`config.mk`:
```
export PLATFORM = sky130hd
export DESIGN_NAME = operand_fetch_stage
export DESIGN_NICKNAME = d
export VERILOG_FILES = /design/src/rtl/operand_fetch_stage.sv
export SDC_FILE = /design/constraint.sdc
export NUM_CORES = 1
export LEC_CHECK = 0
export ABC_AREA = 1
export CAP_MARGIN = 20
export CORE_ASPECT_RATIO = 1.5
export CORE_MARGIN = 4
export CORE_UTILIZATION = 40
export CTS_BUF_LIST = sky130_fd_sc_hd__clkbuf_8
export DETAILED_ROUTE_END_ITERATION = 6
export PLACE_DENSITY = 0.83
export SKIP_LAST_GASP = 1
export SYNTH_ARGS = -nofsm -noshare
export SYNTH_HDL_FRONTEND = slang
export SYNTH_SLANG_ARGS = --single-unit
```
`constraint.sdc`:
```
create_clock -name CLK -period 4.95 [get_ports CLK]
set_input_delay 0.7425 -clock CLK [delete_from_list [all_inputs] [get_ports CLK]]
set_output_delay 0.7425 -clock CLK [all_outputs]
set_load 0.1 [all_outputs]
```
`src/rtl/operand_fetch_stage.sv`:
```
// operand_fetch_stage
//   Decode-to-execute stage in front of the 16-entry register file.
//   Drives the register-file read selects from Rn/Rm, forwards same-cycle
//   write-back data into the operands, stalls on RAW/WAW hazards using a
//   per-register write scoreboard, and registers the operands for the ALU.
// Ports:
//   CLK, RST              clock, asynchronous active-high reset
//   IN_*                  decoded instruction (valid/ready handshake)
//   RA_SEL/RB_SEL, RF_A/B register-file read selects and returned data
//   WB_VALID/RD/DATA      write-back port (clears scoreboard, forwards)
//   OUT_*                 registered operands to execute (valid/ready)
//   PENDING               scoreboard, bit i = write to Ri outstanding
module operand_fetch_stage #(
   parameter int DW   = 32,
   parameter int AW   = 4,
   parameter int NREG = 16
) (
   input  logic            CLK,
   input  logic            RST,
   input  logic            IN_VALID,
   output logic            IN_READY,
   input  logic [AW-1:0]   IN_RN,
   input  logic [AW-1:0]   IN_RM,
   input  logic            IN_USE_RN,
   input  logic            IN_USE_RM,
   input  logic [AW-1:0]   IN_RD,
   input  logic            IN_WE,
   output logic [AW-1:0]   RA_SEL,
   output logic [AW-1:0]   RB_SEL,
   input  logic [DW-1:0]   RF_A,
   input  logic [DW-1:0]   RF_B,
   input  logic            WB_VALID,
   input  logic [AW-1:0]   WB_RD,
   input  logic [DW-1:0]   WB_DATA,
   output logic            OUT_VALID,
   input  logic            OUT_READY,
   output logic [DW-1:0]   OUT_A,
   output logic [DW-1:0]   OUT_B,
   output logic [AW-1:0]   OUT_RD,
   output logic            OUT_WE,
   output logic [NREG-1:0] PENDING
);

   logic [NREG-1:0] pending_q, pending_d;
   logic            out_valid_q, out_valid_d;
   logic [DW-1:0]   out_a_q, out_a_d;
   logic [DW-1:0]   out_b_q, out_b_d;
   logic [AW-1:0]   out_rd_q, out_rd_d;
   logic            out_we_q, out_we_d;

   logic            fwd_n, fwd_m, fwd_d;
   logic            raw_n, raw_m, waw, hazard, space, accept;
   logic [DW-1:0]   op_a, op_b;

   assign RA_SEL = IN_RN;
   assign RB_SEL = IN_RM;

   always_comb begin
      fwd_n  = WB_VALID && (WB_RD == IN_RN);
      fwd_m  = WB_VALID && (WB_RD == IN_RM);
      fwd_d  = WB_VALID && (WB_RD == IN_RD);
      op_a   = fwd_n ? WB_DATA : RF_A;
      op_b   = fwd_m ? WB_DATA : RF_B;
      // A write-back landing this cycle resolves the hazard on that register.
      raw_n  = IN_USE_RN && pending_q[IN_RN] && !fwd_n;
      raw_m  = IN_USE_RM && pending_q[IN_RM] && !fwd_m;
      waw    = IN_WE && pending_q[IN_RD] && !fwd_d;
      hazard = raw_n || raw_m || waw;
      space  = !out_valid_q || OUT_READY;
      accept = IN_VALID && space && !hazard;
   end

   assign IN_READY = space && !hazard;

   always_comb begin
      out_valid_d = out_valid_q;
      out_a_d     = out_a_q;
      out_b_d     = out_b_q;
      out_rd_d    = out_rd_q;
      out_we_d    = out_we_q;
      pending_d   = pending_q;

      if (accept) begin
         out_valid_d = 1'b1;
         out_a_d     = op_a;
         out_b_d     = op_b;
         out_rd_d    = IN_RD;
         out_we_d    = IN_WE;
      end else if (OUT_READY) begin
         out_valid_d = 1'b0;
      end

      // Clear first, then set: a new writer to the same index keeps it pending.
      if (WB_VALID)
         pending_d[WB_RD] = 1'b0;
      if (accept && IN_WE)
         pending_d[IN_RD] = 1'b1;
   end

   always_ff @(posedge CLK or posedge RST) begin
      if (RST) begin
         out_valid_q <= 1'b0;
         out_a_q     <= '0;
         out_b_q     <= '0;
         out_rd_q    <= '0;
         out_we_q    <= 1'b0;
         pending_q   <= '0;
      end else begin
         out_valid_q <= out_valid_d;
         out_a_q     <= out_a_d;
         out_b_q     <= out_b_d;
         out_rd_q    <= out_rd_d;
         out_we_q    <= out_we_d;
         pending_q   <= pending_d;
      end
   end

   assign OUT_VALID = out_valid_q;
   assign OUT_A     = out_a_q;
   assign OUT_B     = out_b_q;
   assign OUT_RD    = out_rd_q;
   assign OUT_WE    = out_we_q;
   assign PENDING   = pending_q;

endmodule
```
# == Yosys cells after proc, flatten, opt, wreduce, memory -nomap -nowiden ==
# Cells that the tools add are included.
# op_classes
bitwise,3
n_lt_le_gt_ge,6
n_reduce_logical,24
n_eq_ne,3
muxes,16
# ops
cell,n
32-bit 2-to-1 mux,2
16-bit 2-to-1 mux,2
4-bit by 5-bit < comparator with 1-bit output (second input constant),4
16-bit AND,1
16-bit NOT,1
16-bit OR,1
1-bit logical AND,15
1-bit binary-select mux with 4-bit select,3
4-bit equality test,3
1-bit demux with 4-bit select,2
4-bit by 1-bit >= comparator with 1-bit output (second input constant),2
1-bit 2-to-1 mux,7
1-bit logical NOT,5
1-bit logical OR,3
2-bit nonzero test,1
# totals
regBits,86

# == Logic depth before layout (Yosys ltp) ==
# depth
depth_word,10
mapped_depth,15

# == Worst setup path after synthesis ==
# OpenSTA, ideal clock, no wires.
# synth_path
path_type,input to output
from,input IN_RD[0]
to,output IN_READY
path_slack_ns,1.511
cell_stages,13
required_time_ns,4.208
arrival_ns,2.697
path_cell_list,buf_2 > nand2_1 > nor2_1 > a21oi_1 > nand2_1 > nand2_1 > nand2_1 > nor2_1 > nor2_2 > nor2_4 > buf_4 > buf_4 > o21a_1
# synth_via
elab_chain_cells,7
# synth_lines
item,line_no,source
"start, declared",26,"input logic [AW-1:0] IN_RD,"
1-bit binary-select mux with 4-bit select / 4-bit equality test (equally long branches),"67, 61",
1-bit 2-to-1 mux (implied by the code) / 1-bit logical AND (equally long branches),"67, 61",
1-bit logical AND / 1-bit logical NOT (equally long branches),67,waw = IN_WE && pending_q[IN_RD] && !fwd_d;
1-bit logical AND *,67,
1-bit logical OR *,68,hazard = raw_n || raw_m || waw;
1-bit logical NOT *,73,assign IN_READY = space && !hazard;
1-bit logical AND *,73,
"end, declared",21,"output logic IN_READY,"
# Mark *: on every way between the ends. The rest lies on a longest branch, timed or not. The select of a mux whose other input is x is not followed.

# == Worst setup path after layout ==
# layout_path
from,input IN_RN[0]
to,output IN_READY
# layout_via
elab_chain_cells,8
# layout_lines
item,line_no,source
"start, declared",22,"input logic [AW-1:0] IN_RN,"
1-bit binary-select mux with 4-bit select / 4-bit equality test (equally long branches),"65, 59",
1-bit 2-to-1 mux (implied by the code) / 1-bit logical AND (equally long branches),"65, 59",
1-bit logical AND / 1-bit logical NOT (equally long branches),65,raw_n = IN_USE_RN && pending_q[IN_RN] && !fwd_n;
1-bit logical AND *,65,
1-bit logical OR * (2 in a row),68,
1-bit logical NOT *,73,
1-bit logical AND *,73,
# Marked as above.

==> results_dict.tcl <==
set metrics [dict create \
    seq_area_mm2 0.00215 \
    final_hold_viol_count 0 \
    ys.flop_type "dfrtp_1" \
    leakage_nw 3.78 \
    synth_seq_cells 86 \
    dpl_worst_slack_ns 1.46 \
    arrival_ns 2.79 \
    htreeDepth 3 \
    fin_crit_sh_pct 71.3 \
    critPathSlowestCell "clkdlybuf4s50_1" \
    post_drt_wl_per_cell_um 16.6 \
    synth_nets 883 \
    cpPeakStageDelay_ns 0.63 \
    holdWs_ns 0.471 \
    slew_headroom_pct 28.9 \
    cts_resized 0 \
    initial_core_util_pct 40.8 \
    path_delay_family "buffers and inverters" \
    ctsHoldBuffers 0 \
    drive_above_1_share_pct 4.12 \
    yosysSeqAreaShare_pct 42.1 \
    grt_pass1_vias 5568 \
    critPathKind "in2out" \
    gp_congestion 0.982 \
    grt_usage_pct 24.6 \
    mappedNetlistArea_mm2 0.00511 \
    core_area_mm2 0.0125 \
    grt_max_degree 86 \
    max_freq_ghz 0.283 \
    grt_pass1_wl_mm 28.4 \
    async_flop_share_pct 100 \
    port-buffer-count 214 \
    nets 1061 \
    cts_max_path_buffers 2 \
    multiInputGateArea_mm2 0.00242 \
    avgViaCountPerCell 5.10 \
    crit_path_end_kind "primary output" \
    syn2layout_area_growth_pct 46.5 \
    cts_inserted_buffers 9 \
    clkTransAtPathRegs_ns 0.07 \
    min_period_ns 3.53 \
    die_h_um 146 \
    maxCapViolCount 0 \
    worst_skew_pair.late_latency_ns 0.35 \
    first_iter_violations 258 \
    drt_wl_total_mm 18.3 \
    netlist_instances 763 \
    dpl.hpwl_mm 13.9 \
    synth_cell_types 23 \
    synth-edff-count 0 \
    min_path_type "reg2reg" \
    rsz0062_at_grt "no" \
    std_cell_rows 50 \
    io_pins 215 \
    skew_ns 0.0119 \
    final_antenna_net_count 0 \
    cp.required_ns 4.21 \
    synth_warnings 0 \
    ir_drop_mv 0.369 \
    cp_cell_sequence "clkdlybuf4s50_1 > inv_2 > nand2_1 > nand3_1 > nand3_1 > nand3_1 > nand2_1 > nand2_1 > nand2_1 > nor2_4 > o21a_1 > buf_12" \
    postCtsSetupRepairBufs 0 \
    fin_setup_tns_ns 0 \
    status "completed" \
    setup_viol 0 \
    crit_top_cell "nand2_1" \
    power_density_mw_per_mm2 502 \
    n_antenna_cell 0 \
    die_area_mm2 0.0147 \
    path_buf_inv 3 \
    finalMaxSlewViolations 0 \
    tightest_slew_ns 1.06 \
    routed-via-count 5620 \
    startpoint_type "input pin" \
    fillerInstances 1193 \
    firstDrtPassIters 5 \
    crit_path_max_fanout 11 \
    setup_slack_ns 1.42 \
    route.detailed.drc 0 \
    cts_tree "done" \
    clock_sinks 86 \
    die_w_um 100 \
    grt_overflow 0 \
    antenna_found_initial 0 \
    syn_area_per_cell_um2 6.69 \
    root_buffer "clkbuf_8" \
]
layout make-up:
class | count | area share [%]
clock buffers | 11 | 2.02
clock inverters | 5 | 0.669
inverters | 74 | 3.73
multi-input cells | 548 | 32.4
flip-flops and latches | 86 | 28.8
well taps | 156 | 2.61
repair buffers | 222 | 29.8
sequential cells by signal, summed over array words and instances, names as in the netlist:
name,cells
OUT_A,32
OUT_B,32
OUT_RD,4
OUT_VALID,1
OUT_WE,1
PENDING,16
worst paths after layout:
check,end,startpoint,slack (ns),cells past startpoint
max,IN_READY,IN_RN[0],1.42,12
min,OUT_RD[2],OUT_RD[2],0.47,2
max reg2reg,OUT_B[1],PENDING[1],2.53,12
min reg2reg,OUT_RD[2],OUT_RD[2],0.47,2
max in group asynchronous,OUT_B[2],RST,3.44,4
min in group asynchronous,OUT_B[13],RST,0.59,2
metrics by stage:
| stage | cell area (um^2) | utilization (%) | power (W) | std cells |
|---|---|---|---|---|
| after global routing | 7480 | 59.8 | 0.00391 | 1102 |
| after detailed placement | 7250 | 58.0 | 0.00327 | 1085 |
| after global placement | 7250 | 58.0 | 0.00326 | 1085 |
| after floorplan | 5110 | - | 0.00264 | 763 |
| after CTS | 7450 | 59.6 | 0.00378 | 1101 |
| final | 7480 | 59.8 | 0.00376 | 1102 |
layout by cell type (no fill, tap or decap), types with 4 or more instances in the layout:
cell and instances:
a21oi_1 4, buf_4 7, clkbuf_8 11, clkdlybuf4s50_1 213, dfrtp_1 86, inv_1 68, inv_2 7, nand2_1 279
nand3_1 105, nand4_1 18, nor2_1 41, o21ai_0 81, o31ai_1 4
cells in the mapped netlist (3+ instances only):
cell / n / area (um^2)
o21ai_0: 81 / 405
nand3_1: 107 / 536
nor2_1: 41 / 154
a21oi_1: 4 / 20.0
dfrtp_1: 86 / 2150
buf_2: 15 / 75.1
inv_1: 67 / 251
o31ai_1: 4 / 30.0
nand2_1: 280 / 1050
nand4_1: 18 / 113
clkbuf_1: 22 / 82.6
xnor2_1: 3 / 26.3
buf_1: 4 / 15.0
inv_2: 7 / 26.3
buf_4: 13 / 97.6
logic make-up (layout without fill, tap and decap cells):
kind of cell / Yosys count / in the layout / share of synthesized area [%]
buffers and inverters: 129 / 312 / 10.8
AOI/OAI and AO/OA: 94 / 94 / 9.55
and+or+nand+nor: 451 / 451 / 37.0
xor gates and xnor gates: 3 / 3 / 0.515
DFF: 86 / 86 / 42.1
power by group:
part	leakage, nW	switching [W]	internal (W)
Clock	0.108	0.000242	0.000257
Combinational	2.59	0.00176	0.000510
Sequential	1.08	0.000116	0.000873
worst reg2reg max path, delay by kind of cell, from the launching register on:
kind                   cells  cell delay [ns]
and+or+nand+nor           10             1.06
buffers and inverters      2             0.87
DFF                        1             0.40
routing by layer:
layer / global-route usage (%) / share of wire [%] / wire length, um
met1: 26.5 / 35 / 6440
met2: 43.5 / 51 / 9360
met3: 4.78 / 7.7 / 1400
met4: 15.0 / 5.8 / 1060
met5: 0 / 0 / 0
Power figures use the tool's default switching activity.
